**config.mk**
```make
export PLATFORM = sky130hd
export DESIGN_NAME = seg_scan_driver
export DESIGN_NICKNAME = d
export VERILOG_FILES = /design/src/rtl/seg7_pkg.sv /design/src/rtl/seg7_decode.sv /design/src/rtl/seg_scan_driver.sv
export SDC_FILE = /design/constraint.sdc
export NUM_CORES = 1
export LEC_CHECK = 0
export BUFFER_PORTS_ARGS = -buffer_cell sky130_fd_sc_hd__buf_2
export CORE_UTILIZATION = 60
export DETAILED_ROUTE_END_ITERATION = 8
export PLACE_DENSITY_LB_ADDON = 0.25
export SLEW_MARGIN = 20
export SYNTH_ARGS = -nofsm -noshare
export SYNTH_HDL_FRONTEND = slang
export SYNTH_HIERARCHICAL = 1
export SYNTH_SLANG_ARGS = --single-unit
```
**constraint.sdc**
```tcl
create_clock -name clk -period 4.6 [get_ports clk]
set_clock_uncertainty 0.1 [all_clocks]
set_input_delay 0.23 -clock clk [delete_from_list [all_inputs] [get_ports clk]]
set_output_delay 0.23 -clock clk [all_outputs]
set_load 0.005 [all_outputs]
```
**src/rtl/seg7_pkg.sv**
```systemverilog
// Seven-segment glyph constants shared by the scan driver and its decoder.
// Segment order is a..g from bit 6 down to bit 0, active-low.
package seg7_pkg;

   localparam logic [6:0] SEG_BLANK = 7'b1111111;

   localparam logic [6:0] SEG_0 = 7'b0000001;
   localparam logic [6:0] SEG_1 = 7'b1001111;
   localparam logic [6:0] SEG_2 = 7'b0010010;
   localparam logic [6:0] SEG_3 = 7'b0000110;
   localparam logic [6:0] SEG_4 = 7'b1001100;
   localparam logic [6:0] SEG_5 = 7'b0100100;
   localparam logic [6:0] SEG_6 = 7'b0100000;
   localparam logic [6:0] SEG_7 = 7'b0001111;
   localparam logic [6:0] SEG_8 = 7'b0000000;
   localparam logic [6:0] SEG_9 = 7'b0000100;
   localparam logic [6:0] SEG_A = 7'b0001000;
   localparam logic [6:0] SEG_B = 7'b1100000;
   localparam logic [6:0] SEG_C = 7'b0110001;
   localparam logic [6:0] SEG_D = 7'b1000010;
   localparam logic [6:0] SEG_E = 7'b0110000;
   localparam logic [6:0] SEG_F = 7'b0111000;

   function automatic logic [6:0] seg7_glyph(input logic [3:0] nibble);
      logic [6:0] g;
      case (nibble)
         4'h0:    g = SEG_0;
         4'h1:    g = SEG_1;
         4'h2:    g = SEG_2;
         4'h3:    g = SEG_3;
         4'h4:    g = SEG_4;
         4'h5:    g = SEG_5;
         4'h6:    g = SEG_6;
         4'h7:    g = SEG_7;
         4'h8:    g = SEG_8;
         4'h9:    g = SEG_9;
         4'hA:    g = SEG_A;
         4'hB:    g = SEG_B;
         4'hC:    g = SEG_C;
         4'hD:    g = SEG_D;
         4'hE:    g = SEG_E;
         default: g = SEG_F;
      endcase
      return g;
   endfunction

endpackage

```
**src/rtl/seg7_decode.sv**
```systemverilog
// Combinational nibble-to-glyph decoder; in BCD mode nibbles above 9 blank.
module seg7_decode
   import seg7_pkg::*;
(
   input  logic [3:0] nibble,
   input  logic       hex_mode,
   output logic [6:0] seg
);

   always_comb begin
      seg = SEG_BLANK;
      if (hex_mode || (nibble <= 4'd9))
         seg = seg7_glyph(nibble);
   end

endmodule

```
**src/rtl/seg_scan_driver.sv**
```systemverilog
// Multiplexed seven-segment scan driver with frame-synchronous load,
// leading-zero suppression, per-digit blink and ghost blanking.
module seg_scan_driver
   import seg7_pkg::*;
#(
   parameter int NDIGITS      = 8,
   parameter int SCAN_DIV     = 1000,
   parameter int BLINK_FRAMES = 64
) (
   input  logic                   clk,
   input  logic                   rst_n,
   input  logic                   en,
   input  logic                   hex_mode,
   input  logic                   lzs,
   input  logic                   load,
   input  logic [4*NDIGITS-1:0]   data,
   input  logic [NDIGITS-1:0]     dp_in,
   input  logic [NDIGITS-1:0]     blink_mask,
   output logic [6:0]             seg,
   output logic                   dp_n,
   output logic [NDIGITS-1:0]     an_n,
   output logic                   pending,
   output logic                   frame_done
);

   localparam int PW = $clog2(SCAN_DIV);
   localparam int IW = (NDIGITS > 1) ? $clog2(NDIGITS) : 1;
   localparam int BW = (BLINK_FRAMES > 1) ? $clog2(BLINK_FRAMES) : 1;

   logic [PW-1:0]          presc_reg;
   logic [IW-1:0]          idx_reg;
   logic [BW-1:0]          bcnt_reg;
   logic                   bphase_reg;
   logic                   frame_done_reg;

   logic [4*NDIGITS-1:0]   pend_data_reg;
   logic [NDIGITS-1:0]     pend_dp_reg;
   logic [NDIGITS-1:0]     pend_blink_reg;
   logic                   pending_reg;

   logic [4*NDIGITS-1:0]   disp_data_reg;
   logic [NDIGITS-1:0]     disp_dp_reg;
   logic [NDIGITS-1:0]     disp_blink_reg;

   logic [6:0]             seg_reg, seg_next;
   logic                   dp_n_reg, dp_n_next;
   logic [NDIGITS-1:0]     an_n_reg, an_n_next;

   logic                   slot_end;
   logic                   wrap;
   logic [3:0]             nib_arr [NDIGITS];
   logic [NDIGITS-1:0]     nib_zero;
   logic [NDIGITS-1:0]     supp_mask;
   logic [NDIGITS-1:0]     an_sel;
   logic [3:0]             cur_nib;
   logic [6:0]             dec_seg;

   assign slot_end = (presc_reg == PW'(SCAN_DIV - 1));
   assign wrap     = slot_end && (idx_reg == IW'(NDIGITS - 1));

   // Scan timing and blink phase.
   always_ff @(posedge clk or negedge rst_n) begin
      if (!rst_n) begin
         presc_reg      <= '0;
         idx_reg        <= '0;
         bcnt_reg       <= '0;
         bphase_reg     <= 1'b0;
         frame_done_reg <= 1'b0;
      end else begin
         presc_reg      <= slot_end ? '0 : presc_reg + PW'(1);
         frame_done_reg <= wrap;
         if (slot_end)
            idx_reg <= wrap ? '0 : idx_reg + IW'(1);
         if (wrap) begin
            if (bcnt_reg == BW'(BLINK_FRAMES - 1)) begin
               bcnt_reg   <= '0;
               bphase_reg <= ~bphase_reg;
            end else begin
               bcnt_reg <= bcnt_reg + BW'(1);
            end
         end
      end
   end

   // Loads park in the pending set; the display only changes at a frame wrap,
   // and a load landing on the wrap cycle itself goes straight to the display.
   always_ff @(posedge clk or negedge rst_n) begin
      if (!rst_n) begin
         pend_data_reg  <= '0;
         pend_dp_reg    <= '0;
         pend_blink_reg <= '0;
         pending_reg    <= 1'b0;
         disp_data_reg  <= '0;
         disp_dp_reg    <= '0;
         disp_blink_reg <= '0;
      end else if (wrap) begin
         pending_reg <= 1'b0;
         if (load) begin
            disp_data_reg  <= data;
            disp_dp_reg    <= dp_in;
            disp_blink_reg <= blink_mask;
         end else if (pending_reg) begin
            disp_data_reg  <= pend_data_reg;
            disp_dp_reg    <= pend_dp_reg;
            disp_blink_reg <= pend_blink_reg;
         end
      end else if (load) begin
         pend_data_reg  <= data;
         pend_dp_reg    <= dp_in;
         pend_blink_reg <= blink_mask;
         pending_reg    <= 1'b1;
      end
   end

   // A digit is suppressible when it and every more significant digit are zero.
   for (genvar gi = 0; gi < NDIGITS; gi++) begin : g_digit
      assign nib_arr[gi]  = disp_data_reg[4*gi +: 4];
      assign nib_zero[gi] = (disp_data_reg[4*gi +: 4] == 4'h0);
      assign an_sel[gi]   = (idx_reg == IW'(gi));
      if (gi == 0) begin : g_lsd
         assign supp_mask[gi] = 1'b0;
      end else begin : g_upper
         assign supp_mask[gi] = &nib_zero[NDIGITS-1:gi];
      end
   end

   assign cur_nib = nib_arr[idx_reg];

   seg7_decode u_decode (
      .nibble   (cur_nib),
      .hex_mode (hex_mode),
      .seg      (dec_seg)
   );

   always_comb begin
      seg_next  = SEG_BLANK;
      dp_n_next = 1'b1;
      an_n_next = '1;
      if (en) begin
         if (presc_reg != '0)
            an_n_next = ~an_sel;
         if (!(bphase_reg && disp_blink_reg[idx_reg])) begin
            dp_n_next = ~disp_dp_reg[idx_reg];
            seg_next  = (lzs && supp_mask[idx_reg]) ? SEG_BLANK : dec_seg;
         end
      end
   end

   always_ff @(posedge clk or negedge rst_n) begin
      if (!rst_n) begin
         seg_reg  <= SEG_BLANK;
         dp_n_reg <= 1'b1;
         an_n_reg <= '1;
      end else begin
         seg_reg  <= seg_next;
         dp_n_reg <= dp_n_next;
         an_n_reg <= an_n_next;
      end
   end

   assign seg        = seg_reg;
   assign dp_n       = dp_n_reg;
   assign an_n       = an_n_reg;
   assign pending    = pending_reg;
   assign frame_done = frame_done_reg;

endmodule

```
# Word level (Yosys, flattened, before mapping)
# Memories as Yosys holds them, arrays and structs flattened.
# Cells that the tools add are included.
# word_totals
ff_bits	134
rom_bits	112
output_inout_bits	18
wordCells	88
mem_count	1
# classes
addsub	3
magnitude_cmp	3
eq_ne	9
mux	28
bitwise	5
n_reduce_logical	24
# memory_table
memory	words	width	rd	rd_ports_with_merged_regs	write_ports	line_no	source
(no name shown)	16	7	1	0	0	seg7_pkg.sv:26	case (nibble)
# ops
cell	n
32-bit 2-to-1 mux	2
8-bit 2-to-1 mux	6
4-bit zero test	7
7-bit 2-to-1 mux	4
4-bit binary-select mux with 3-bit select	1
3-bit == test (second input constant)	4
10-bit by 1-bit adder with 10-bit output (second input constant)	1
10-bit == test (second input constant)	1
10-bit 2-to-1 mux	1
10-bit nonzero test	1
1-bit binary-select mux with 3-bit select	3
4-bit 2-to-1 mux	2
8-bit NOT	1
2-bit AND reduction	4
1-bit 2-to-1 mux	7
7-bit AND reduction	1
6-bit by 1-bit adder with 6-bit output (second input constant)	1
3-bit by 2-bit == test with 1-bit output (second input constant)	2
6-bit == test (second input constant)	1
6-bit 2-to-1 mux	1
6-bit AND reduction	1
5-bit AND reduction	1
4-bit >= comparator (second input constant)	1
4-bit <= comparator (second input constant)	1
12 further kinds	17

# Logic depth before layout (Yosys ltp)
# Gate-level depths: netlist of run 1.
# logic_depth
word_depth	10
mapped_depth	11
ltp_nobuf	9

# Modules after synthesis
# Netlist of run 1, hierarchy kept.
# modules_own_cells
mod	n_inst	cells_per_inst	area_each_um2	seq_area_each_um2
seg_scan_driver	1	507	6229.7	3373.2
seg7_decode	1	42	307.8	0.0

# Worst setup path after synthesis of run 1
# No wires, ideal clock.
# synth_timing
path_kind	reg2reg
start	register idx_reg[1]
end	register seg_reg[0], in the netlist seg[0]
t_arrival_ns	2.534
setup_slack_ns	1.882
path_stages_with_launch	12
n_path_buf	2
cell_sequence	dfrtp_1 -> clkbuf_1 -> buf_2 -> mux4_2 -> nand2_1 -> nand2_1 -> inv_1 -> ha_1 -> nor2_1 -> o21ai_2 -> o211ai_1 -> or2_2
# synth_between
elab_chain_cells	10
word_cells_on_any_way	17
cone_classes	order compare (1); mux (11); bitwise (1); reduce/logical (3); memory (1)
# synth_rtl
item	line_no	source
start: declaration	seg_scan_driver.sv:31	logic [IW-1:0] idx_reg;
start signal: assignment	seg_scan_driver.sv:73	idx_reg <= wrap ? '0 : idx_reg + IW'(1);
3-bit NOT with 4-bit output (not written as such) *	seg_scan_driver.sv:127	assign cur_nib = nib_arr[idx_reg];
4-bit binary-select mux with 3-bit select *	seg_scan_driver.sv:127	
4-bit 2-to-1 mux (not written as such) * (2 in a row)	seg_scan_driver.sv:127	
named net cur_nib[1]	seg_scan_driver.sv:55	logic [3:0] cur_nib;
4-bit <= comparator	seg7_decode.sv:12	if (hex_mode || (nibble <= 4'd9))
1-bit logical OR	seg7_decode.sv:12	
7-bit 2-to-1 mux *	seg7_decode.sv:12	
named net dec_seg[0]	seg_scan_driver.sv:56	logic [6:0] dec_seg;
7-bit 2-to-1 mux *	seg_scan_driver.sv:144	seg_next = (lzs && supp_mask[idx_reg]) ? SEG_BLANK : dec_seg;
7-bit 2-to-1 mux *	seg_scan_driver.sv:142	if (!(bphase_reg && disp_blink_reg[idx_reg])) begin
7-bit 2-to-1 mux *	seg_scan_driver.sv:139	if (en) begin
named net seg_next[0]	seg_scan_driver.sv:45	logic [6:0] seg_reg, seg_next;
end signal: assignment	seg_scan_driver.sv:155	seg_reg <= seg_next;
end: declaration	seg_scan_driver.sv:45	
# Mark *: on every way through the listed nets, which the timed path passes. The rest lies on a longest branch. The select of a mux whose other input is x is not followed.
# A chain may end at the register's enable or synchronous reset.

# Final worst setup path of run 1
# layout_timing
start	register idx_reg[1]
end	register disp_data_reg[14]
# layout_between
elab_chain_cells	3
# layout_rtl
item	line_no	source
3-bit == test	seg_scan_driver.sv:59	assign wrap = slot_end && (idx_reg == IW'(NDIGITS - 1));
1-bit logical AND	seg_scan_driver.sv:59	
2-bit AND reduction (no line)	--	
end signal: assignment	seg_scan_driver.sv:99	disp_data_reg <= data;
end signal: assignment	seg_scan_driver.sv:103	disp_data_reg <= pend_data_reg;
end: declaration	seg_scan_driver.sv:41	logic [4*NDIGITS-1:0] disp_data_reg;
# No other way between the ends.

==> reports/qor.yml, run 1 <==
synth_area_mm2: 0.00654
ys.flop_type: "dfrtp_1"
synth_top_area_share_pct: 45.2
critPathMaxFanout: 52
antenna_violating_nets_post_route: 0
hp-class: "input port to flip-flop"
cts.clk_slew.worst_paths_ns: 0.06
via_per_inst: 5.61
final.setup.worst_slack_ns: 1.16
p_leak_nw: 3.66
arrival_ns: 3.78
final_nets: 734
detail_route.iter0.violations: 225
seq_power_share_pct: 45.7
max_freq_mhz: 290
async_reset_ff_share_pct: 100
via_count: 4562
synth_top_cell_by_area: "dfrtp_1"
grt_overflow: 0
cts.sinks: 134
slew_headroom_pct: 47.3
core_area_mm2: 0.0105
post_cts_resize_count: 0
dr.max_layer_used: "met4"
remaining_drc_errors: 0
postCtsHoldBufs: 50
clock_power_share_pct: 43.8
critPathLaunchType: "flip-flop"
die_y_um: 106
path_cells: "ha_1 -> ha_1 -> inv_1 -> or4_1 -> nor2_8 -> buf_12 -> nor2_1 -> a21oi_1"
required_ns: 4.93
port_buffers: 71
internal_power_mw: 2.17
finish.utilization_pct: 75.8
path_delay_family: "simple AND/OR/NAND/NOR gates"
htreeDepth: 4
post_cts.repair.setup_buffers: 0
gp_congestion: 0.841
cp_slowest_stage_delay_ns: 0.84
drv_cap: 0
syn-num-nets: 619
criticalPathCategory: "flip-flop to flip-flop"
wl_met1_um: 5740
synth_most_common_cell: "dfrtp_1"
grt_pass1_wl_um: 22800
grt_max_degree: 84
rrSetupSlack_ns: 1.16
die_area_mm2: 0.0113
min_period_ns: 3.44
dr_wl_met2_um: 6870
cp_slowest_cell: "dfrtp_1"
syn_avg_cell_area_um2: 11.9
tightest_slew_ns: 0.790
die_w_um: 106
hold_violations: 0
initial_core_util_pct: 62.5
ys_ff_latch: 134
synthTopCellsByArea: "dfrtp_1 45%, mux2i_1 7.8%, dfstp_2 6.4%"
path_common_cell: "ha_1"
syn2layout_area_growth_pct: 21.3
clk_latency_ns: 0.51
synth_cell_type_count: 47
report.final.slew_viol_count: 0
swShare_pct: 24.2
rsz0062_at_grt: "false"
numCtsBuffers: 17
io_pins: 72
yosys_warnings: 6
switchingPower_mw: 0.695
wl_per_cell_um: 16.7
finalCritPeriodShare_pct: 74.8
drt-pass1-iter-count: 4
critPathBufInv: 2
tritoncts: "yes"
rows: 37
antenna_cells: 0
antenna_found_initial: 0
cts_buffer_depth: 2
hpwl_um: 8560
vdd.ir_drop.worst_mv: 0.208
setup_viol: 0
pre_cts_slack_ns: 1.21
cts_root_buffer: "clkbuf_8"
synth_common_cells: "118 x dfrtp_1, 64 x nor2_1, 54 x a21oi_1"
seq_area_frac_synth_pct: 51.6
wl_um: 13600
grtUsageTotal_pct: 26.0
drive_gt1_share_pct: 29.0
p_comb_share_pct: 10.6
wl_met3_um: 633
synth_cells: 549
synth_edf_count: 0
status: "finished clean"
grt_pass1_vias: 4685
endpoint_kind: "flip-flop"
power_density_mw_per_mm2: 361
setup_tns_ns: 0
[power groups by stage]
| stage | logic (mW) | registers, mW | clock network (mW) |
|---|---|---|---|
| final | 0.303 | 1.31 | 1.26 |
| after CTS | 0.303 | 1.31 | 1.27 |
| after floorplan | 0.184 | 1.31 | 0 |
| after global placement | 0.258 | 1.32 | 0 |
| after global routing | 0.334 | 1.32 | 1.32 |
| after detailed placement | 0.269 | 1.32 | 0 |
[cells in the final DEF (no fill, tap or decap), types with 3 or more instances in the layout]
| cell | count |
|---|---|
| a41oi_1 | 3 |
| nor4_1 | 7 |
| dfstp_2 | 16 |
| a31oi_1 | 4 |
| a21o_1 | 3 |
| clkinv_2 | 4 |
| dlygate4sd3_1 | 50 |
| nand2_1 | 41 |
| a21oi_1 | 54 |
| nor3_1 | 3 |
| clkbuf_8 | 3 |
| nor2b_1 | 3 |
| or2_2 | 7 |
| dfrtp_1 | 118 |
| clkbuf_16 | 16 |
| o21ai_0 | 9 |
| nand2b_1 | 3 |
| mux2_2 | 29 |
| nor2_1 | 64 |
| clkinv_4 | 3 |
| mux2i_1 | 51 |
| ha_1 | 16 |
| inv_1 | 10 |
| mux4_2 | 11 |
| xnor2_1 | 5 |
| o211ai_1 | 7 |
| buf_2 | 70 |
| nand3_1 | 7 |
| buf_4 | 5 |
| o21a_1 | 3 |
| mux2_4 | 20 |
[path summary, 6_finish.rpt]
kind	from	end	cells after the start
worst max-delay path	idx_reg[1]$_DFFE_PN0P_	disp_data_reg[14]$_DFFE_PN0P_	8
worst min register to register	bcnt_reg[4]$_DFFE_PN0P_	bcnt_reg[4]$_DFFE_PN0P_	1
worst min-delay path	load	disp_blink_reg[2]$_DFFE_PN0P_	3
max in group asynchronous	rst_n	pend_data_reg[10]$_DFFE_PN0P_	3
worst max register to register	idx_reg[1]$_DFFE_PN0P_	disp_data_reg[14]$_DFFE_PN0P_	8
min in group asynchronous	rst_n	frame_done$_DFF_PN0_	2
[through the flow]
| step | hold slack (ns) | area, µm² | cells | power [mW] |
|---|---|---|---|---|
| floorplan | -0.166 | 6540 | 549 | 1.49 |
| global placement | 0.351 | 6870 | 731 | 1.58 |
| detailed placement | 0.358 | 6870 | 731 | 1.59 |
| CTS | 0.0851 | 7930 | 813 | 2.88 |
| global route | 0.0943 | 7930 | 813 | 2.97 |
| finish | 0.0935 | 7930 | 813 | 2.87 |
[kinds of logic (layout without fill, tap and decap cells)]
family,count (synthesis),after routing,share of synthesized area [%]
compound gates,90,90,8.23
simple gates,148,148,10.5
flops,134,134,51.6
fa+ha+maj,16,16,3.06
mux,111,111,21.2
buf+inv,43,171,4.50
xor+xnor,7,7,0.938
[area by class of cell]
cell class,count,area [µm²]
well taps,136,170
inverters,12,45.0
fillers,692,2530
clock inverters,11,101
flip-flops and latches,134,3370
repair buffers,127,920
multi-input cells,372,2870
clock buffers,21,449
[routing by layer]
layer / vias to the layer above / global-route usage [%]
li1: 2163 / -
met1: 2213 / 34.2
met2: 151 / 42.5
met3: 35 / 5.40
met4: 0 / 10.3
met5: - / 0
[worst reg2reg max path, delay by kind of cell (launching register included)]
kind | cells | cell delay [ns]
buffers and inverters | 2 | 0.35
flip-flops | 1 | 0.84
AO/OA/AOI/OAI | 1 | 0.13
AND/OR/NAND/NOR | 3 | 1.43
adder cells (fa/ha/maj) | 2 | 0.51
(Power assumes the default switching activity.)
==> run 2: changes to the inputs <==
--- a/config.mk
+++ b/config.mk
@@ -5,8 +5,9 @@
 export SDC_FILE = /design/constraint.sdc
 export NUM_CORES = 1
 export LEC_CHECK = 0
+export ABC_AREA = 1
 export BUFFER_PORTS_ARGS = -buffer_cell sky130_fd_sc_hd__buf_2
-export CORE_UTILIZATION = 60
+export CORE_UTILIZATION = 54
 export DETAILED_ROUTE_END_ITERATION = 8
 export PLACE_DENSITY_LB_ADDON = 0.25
 export SLEW_MARGIN = 20
==> constraint.sdc (replaced) <==
create_clock -name clk -period 3.08 [get_ports clk]
set_clock_uncertainty 0.1 [all_clocks]
set_input_delay 0.154 -clock clk [delete_from_list [all_inputs] [get_ports clk]]
set_output_delay 0.154 -clock clk [all_outputs]
set_load 0.005 [all_outputs]
==> run 2 against run 1 <==
Against the previous run: die area is 19% higher; synthesized cell count is 54% higher; combinational power is 4% higher; clock power is 75% higher; final area is 8.8% higher; sequential share of layout area is 3.4 points lower; critical path type unchanged; largest cell class unchanged; highest routed layer unchanged.
==> reports/qor.yml, run 2 <==
final_nets: 1020  # +39%
ys.flop_type: "dfrtp_1"
die_y_um: 116  # +8.9%
hp-class: "input port to flip-flop"
finish.utilization_pct: 68.3  # -7.4 points
tightest_slew_ns: 0.761  # -0.0296 ns
synth_cell_type_count: 32  # -32%
criticalPathCategory: "flip-flop to flip-flop"
vdd.ir_drop.worst_mv: 0.384  # +85%
syn_avg_cell_area_um2: 8.28  # -30%
cts_buffer_depth: 2  # unchanged
path_cells: "inv_1 -> o21ai_0 -> o22ai_1 -> nand2_1 -> nand2_1 -> inv_1 -> ha_1 -> inv_1 -> nand2_1 -> nand2_1 -> nand2_1 -> nand3_2 -> nor2_1 -> nand3_1"
cts.sinks: 134  # unchanged
die_area_mm2: 0.0134  # +19%
hpwl_um: 9990  # +17%
min_to: "seg[6]$_DFF_PN1_"
fillers: 1006  # +45%
synthTopCellsByArea: "dfrtp_1 42%, nand2_1 16%, nand3_1 9.7%"
die_w_um: 116  # +8.9%
seq_power_share_pct: 42.3  # -3.4 points
remaining_drc_errors: 0  # unchanged
synth_top_cell_by_area: "dfrtp_1"
synth_most_common_cell: "nand2_1"
grtUsageTotal_pct: 26.1  # +0.088 points
p_leak_nw: 4.49  # +23%
synth_cells: 845  # +54%
whs_path_depth: 6  # +3
slew_headroom_pct: 49.3  # +2.0 points
grt_pass1_vias: 5660  # +21%
swShare_pct: 20.8  # -3.4 points
hold_violations: 0  # unchanged
syn-num-nets: 915  # +48%
synth_edf_count: 0  # unchanged
synth_common_cells: "290 x nand2_1, 136 x nand3_1, 118 x dfrtp_1"
status: "finished clean"
async_reset_ff_share_pct: 100  # unchanged
path_common_cell: "nand2_1"
layout_commonest_cell: "nand2_1"
clk_latency_ns: 0.42  # -0.09 ns
switchingPower_mw: 0.911  # +31%
synth_top_area_share_pct: 42.2  # -3.0 points
reg2reg_from: "idx_reg[1]$_DFFE_PN0P_"
detail_route.iter0.violations: 464  # +110%
critPathLaunchType: "flip-flop"
antenna_violating_nets_post_route: 0  # unchanged
final_cell_mix: "290 x nand2_1, 136 x nand3_1, 118 x dfrtp_1"
antenna_found_initial: 0  # unchanged
internal_power_mw: 3.47  # +60%
power_density_mw_per_mm2: 508  # +41%
drive_gt1_share_pct: 20.0  # -8.9 points
p_comb_share_pct: 7.2  # -3.4 points
report.final.slew_viol_count: 0  # unchanged
finalCritPeriodShare_pct: 81.2  # +6.4 points
drt-pass1-iter-count: 5  # +1
min_period_ns: 2.50  # -0.941 ns
core_area_mm2: 0.0126  # +21%
critPathMaxFanout: 14  # -73%
clock_power_share_pct: 50.5  # +6.7 points
synth_area_mm2: 0.00700  # +7.1%
required_ns: 3.30  # -1.63 ns
grt_max_degree: 60  # -29%
rows: 41  # +11%
port_buffers: 71  # unchanged
htreeDepth: 4  # unchanged
final_area_mm2: 0.00862  # +8.8%
setup_tns_ns: 0  # unchanged
endpoint_kind: "flip-flop"
grt_overflow: 0  # unchanged
cp_slowest_cell: "dfrtp_1"
via_count: 5888  # +29%
tritoncts: "yes"
numCtsBuffers: 17  # unchanged
gp_congestion: 0.905  # +7.5%
cp_slowest_stage_delay_ns: 0.51  # -0.33 ns
min_from: "hex_mode"
cts_root_buffer: "clkbuf_16"
ys_ff_latch: 134  # unchanged
arrival_ns: 2.72  # -1.06 ns
ff2ff_path_depth: 14  # +6
post_cts_resize_count: 0  # unchanged
io_pins: 72  # unchanged
via_per_inst: 5.19  # -7.5%
rsz0062_at_grt: "false"
syn2layout_area_growth_pct: 23.2
seq_area_frac_synth_pct: 48.2  # -3.4 points
initial_core_util_pct: 55.5  # -7.0 points
setup_viol: 0  # unchanged
wl_um: 15800  # +17%
drv_cap: 0  # unchanged
grt_pass1_wl_um: 27100  # +19%
place_area_mm2: 0.00747  # +8.7%
antenna_cells: 0  # unchanged
rrSetupSlack_ns: 0.58  # -0.58 ns
r2r_end: "seg[3]$_DFF_PN1_"
wl_per_cell_um: 13.9  # -16%
yosys_warnings: 6  # unchanged
cts.clk_slew.worst_paths_ns: 0.06  # about the same
max_freq_mhz: 400  # +38%
[run 2: through the flow]
stage	std cells	hold WS [ns]	power, mW	setup WS [ns]
3_3_place_gp	1053	0.183	2.14	0.720
3_5_place_dp	1053	0.176	2.15	0.609
4_1_cts	1135	0.115	4.42	0.584
6_report	1135	0.130	4.38	0.578
2_1_floorplan	845	-0.242	2.03	0.757
5_1_grt	1135	0.179	4.53	0.311
[run 2: how the worst max path moves through the flow]
stage,from,end,depth (start not counted)
finish,idx_reg[1]$_DFFE_PN0P_,seg[3]$_DFF_PN1_,14
CTS,idx_reg[1]$_DFFE_PN0P_,seg[3]$_DFF_PN1_,14
detailed placement,idx_reg[1]$_DFFE_PN0P_,seg[3]$_DFF_PN1_,14
floorplan,idx_reg[1]$_DFFE_PN0P_,seg[3]$_DFF_PN1_,16
global placement,idx_reg[0]$_DFFE_PN0P_,seg[3]$_DFF_PN1_,15
global route,idx_reg[1]$_DFFE_PN0P_,seg[4]$_DFF_PN1_,12
[run 2: cell type report]
type                    instances  area (µm²)  share of cell area, %
repair buffers                134         996                   11.5
multi-input cells             625        3230                   37.5
well taps                     172         215                   2.50
inverters                      38         153                   1.77
clock buffers                  25         515                   5.98
clock inverters                 7         139                   1.61
flip-flops and latches        134        3370                   39.1
[run 2: kinds of logic after synthesis]
| family | after synthesis | share of synthesized area (%) |
|---|---|---|
| DFF | 134 | 48.2 |
| xor gates and xnor gates | 5 | 0.626 |
| and+or+nand+nor | 507 | 31.3 |
| adders and majority gates | 16 | 2.86 |
| muxes | 48 | 7.72 |
| AOI/OAI and AO/OA | 49 | 3.70 |
| buffers and inverters | 86 | 5.61 |
[run 2: metal layers]
layer  vias up  routed length [µm]  GRT usage (%)
li1       2962                   -              -
met5         -                   0              0
met2       135                7390           41.1
met3        17                 673           5.86
met4         0                 190           8.72
met1      2774                7570           35.9
[run 2: repair_timing]
item	CTS	global route
buffers inserted	0	0
endpoints found under the setup margin	0	0
hold buffers	50	0
endpoints found under the hold margin	110	0
[run 2: power by group through the flow]
stage / Sequential [mW] / Clock (mW) / Combinational [mW]
6_report: 1.86 / 2.21 / 0.315
5_1_grt: 1.86 / 2.31 / 0.354
4_1_cts: 1.85 / 2.25 / 0.314
3_5_place_dp: 1.88 / 0 / 0.264
3_3_place_gp: 1.88 / 0 / 0.261
2_1_floorplan: 1.88 / 0 / 0.152
[run 2: worst max-delay path: cells and delay by family, from the launching register on]
family                   cells  cell delay, ns
AO/OA/AOI/OAI                2            0.35
adder cells (fa/ha/maj)      1            0.31
buffers and inverters        3            0.50
flip-flops                   1            0.51
AND/OR/NAND/NOR              8            0.61
==> run 3: changes to the inputs <==
--- a/config.mk
+++ b/config.mk
@@ -5,9 +5,9 @@
 export SDC_FILE = /design/constraint.sdc
 export NUM_CORES = 1
 export LEC_CHECK = 0
-export ABC_AREA = 1
+export ABC_AREA = 0
 export BUFFER_PORTS_ARGS = -buffer_cell sky130_fd_sc_hd__buf_2
-export CORE_UTILIZATION = 54
+export CORE_UTILIZATION = 53
 export DETAILED_ROUTE_END_ITERATION = 8
 export PLACE_DENSITY_LB_ADDON = 0.25
 export SLEW_MARGIN = 20
==> constraint.sdc (replaced) <==
create_clock -name clk -period 2.2 [get_ports clk]
set_clock_uncertainty 0.1 [all_clocks]
set_input_delay 0.11 -clock clk [delete_from_list [all_inputs] [get_ports clk]]
set_output_delay 0.11 -clock clk [all_outputs]
set_load 0.005 [all_outputs]
==> run 3 against run 2 <==
Against the previous run: critical endpoint is now seg[6]$_DFF_PN1_; die area fell by 4.8%; maximum frequency rose by 3.2%; register-to-register slack got worse by 0.80 ns; sequential share of layout area fell by 4.5 points; clock-buffer cell count rose by 5; combinational power rose to 2.9 times the previous value; routed wire length rose by 21%; core utilization rose by 13 points; the flow now finishes with violations (negative setup slack).
==> reports/qor.yml, run 3 (same netlist as run 1, synthesis figures left out) <==
pre_cts_slack_ns: -0.134  # -0.743 ns
wl_per_cell_um: 21.3  # +53%
grt_pass1_vias: 5256  # -7.1%
required_ns: 2.46  # -0.84 ns
max_freq_mhz: 412  # +3.2%
hold_slack_ns: 0.119  # -0.0114 ns
r2r_end: "seg[6]$_DFF_PN1_"
final_cell_mix: "118 x dfrtp_1, 70 x buf_2, 51 x mux2i_1"
final_nets: 809  # -21%
rrSetupSlack_ns: -0.23  # -0.80 ns
setup_viol: 107  # +107
wl_um: 19100  # +21%
grt_pass1_wl_um: 26300  # -2.9%
via_count: 5275  # -10%
ff2ff_path_depth: 10  # -4
tritoncts: "yes"
final.setup.worst_slack_ns: -0.225  # -0.804 ns
grt_overflow: 0  # unchanged
drive_gt1_share_pct: 50.7  # +31 points
status: "finished with violations"
cts.clk_slew.worst_paths_ns: 0.06  # about the same
grt_max_degree: 49  # -18%
finalCritPeriodShare_pct: 110  # +29 points
rsz0062_at_grt: "true"
whs_path_depth: 5  # -1
rows: 40  # -2.4%
remaining_drc_errors: 0  # unchanged
grtUsageTotal_pct: 27.0  # +0.89 points
reg2reg_from: "idx_reg[1]$_DFFE_PN0P_"
layout_commonest_cell: "dfrtp_1"
tightest_slew_ns: 0.641  # -0.119 ns
gp_congestion: 0.832  # -8.0%
htreeDepth: 4  # unchanged
antenna_violating_nets_post_route: 0  # unchanged
cp_slowest_cell: "mux4_2"
clk_latency_ns: 0.43  # about the same
antenna_cells: 0  # unchanged
drt-pass1-iter-count: 5  # unchanged
die_y_um: 113  # -2.4%
min_to: "seg[1]$_DFF_PN1_"
cts_buffer_depth: 2  # unchanged
endpoint_kind: "flip-flop"
critPathMaxFanout: 6  # -8
violations: "negative setup slack"
cp_slowest_stage_delay_ns: 0.55  # +0.04 ns
arrival_ns: 2.68  # -0.04 ns
detail_route.iter0.violations: 305  # -34%
critPathLaunchType: "flip-flop"
min_period_ns: 2.43  # -0.0765 ns
antenna_found_initial: 0  # unchanged
vdd.ir_drop.worst_mv: 0.691  # +80%
cts_root_buffer: "clkbuf_16"
criticalPathCategory: "flip-flop to flip-flop"
slew_headroom_pct: 57.3  # +8.0 points
hp-class: "input port to flip-flop"
die_area_mm2: 0.0128  # -4.8%
hpwl_um: 9350  # -6.4%
path_cells: "buf_6 -> buf_8 -> mux4_2 -> nand2_2 -> nand2_4 -> ha_4 -> mux2i_1 -> o311a_1 -> a31oi_1 -> or2_4"
p_leak_nw: 4.47  # -0.56%
drv_cap: 0  # unchanged
core_area_mm2: 0.0120  # -4.8%
min_from: "hex_mode"
via_per_inst: 5.87  # +13%
syn2layout_area_growth_pct: 49.0
numCtsBuffers: 17  # unchanged
io_pins: 72  # unchanged
initial_core_util_pct: 54.4  # -1.0 points
die_w_um: 113  # -2.4%
power_density_mw_per_mm2: 675  # +33%
hold_violations: 0  # unchanged
port_buffers: 71  # unchanged
cts.sinks: 134  # unchanged
p_total_mw: 6.58  # +50%
report.final.slew_viol_count: 0  # unchanged
run 3: cell count changes in the layout (fill, tap and decap cells not counted), moves of 11 or more:
cell     delta
a21oi_2    +44
nand3_1   -129
o21ai_0    -28
nor2_4     +38
nand2_1   -256
mux2_4     +48
buf_6      +11
inv_1      -28
buf_4      +30
mux2_2     -47
mux4_2     +11
nor2_1     -36
mux2i_1    +51
run 3: layer usage:
layer	GRT usage (%)	share of wire (%)
met3	6.96	5.1
met1	34.1	40
met5	0	0
met2	44.7	51
met4	11.0	3.8
run 3: critical path, delay by kind of cell (launching register included):
kind,cells,cell delay [ns]
and+or+nand+nor,3,0.43
muxes,2,0.72
AOI/OAI and AO/OA,2,0.26
DFF,1,0.40
buffers and inverters,2,0.24
adders and majority gates,1,0.19
run 3: per-stage QoR:
stage | setup TNS [ns] | instance area (µm²) | std cells | util [%]
final | -11.56 | 9740 | 899 | 81.1
after global routing | -14.06 | 9740 | 899 | 81.1
after CTS | -3.72 | 8960 | 887 | 74.6
after detailed placement | -6.08 | 7380 | 790 | 61.4
after global placement | -2.16 | 7380 | 790 | 61.4
after floorplan | -2.49 | 6630 | 549 | -
run 3: worst max path at each step:
stage          cells past startpoint  slack, ns                         start                             to
3_5_place_dp                       8      -0.13        idx_reg[1]$_DFFE_PN0P_  pend_data_reg[16]$_DFFE_PN0P_
2_1_floorplan                     11      -0.12        idx_reg[0]$_DFFE_PN0P_               seg[0]$_DFF_PN1_
5_1_grt                           10      -0.30        idx_reg[1]$_DFFE_PN0P_               seg[6]$_DFF_PN1_
4_1_cts                           11      -0.12        idx_reg[1]$_DFFE_PN0P_               seg[3]$_DFF_PN1_
3_3_place_gp                       5      -0.09  disp_data_reg[4]$_DFFE_PN0P_               seg[2]$_DFF_PN1_
6_report                          10      -0.23        idx_reg[1]$_DFFE_PN0P_               seg[6]$_DFF_PN1_
run 3: final cells by class:
cell class / count / area, µm²
Multi-Input combinational cell: 373 / 3650
Sequential cell: 134 / 3370
Fill cell: 578 / 2270
Timing Repair Buffer: 201 / 1870
Clock buffer: 30 / 544
Tap cell: 147 / 184
Clock inverter: 2 / 60.1
Inverter: 12 / 57.6
run 3: what timing repair did:
item | CTS | global route
pin swaps | 10 | 14
endpoints found under the setup margin | 96 | 108
setup buffers | 9 | 8
hold buffers | 50 | 0
cloned | 6 | 7
resized for setup | 66 | 158
endpoints found under the hold margin | 142 | 0
run 3: report_power, final:
part           switching (mW)  internal [mW]  leakage (nW)
clock                    1.02           1.88         0.295
combinational           0.397          0.501          2.55
sequential              0.138           2.64          1.62
total                    1.56           5.02          4.47
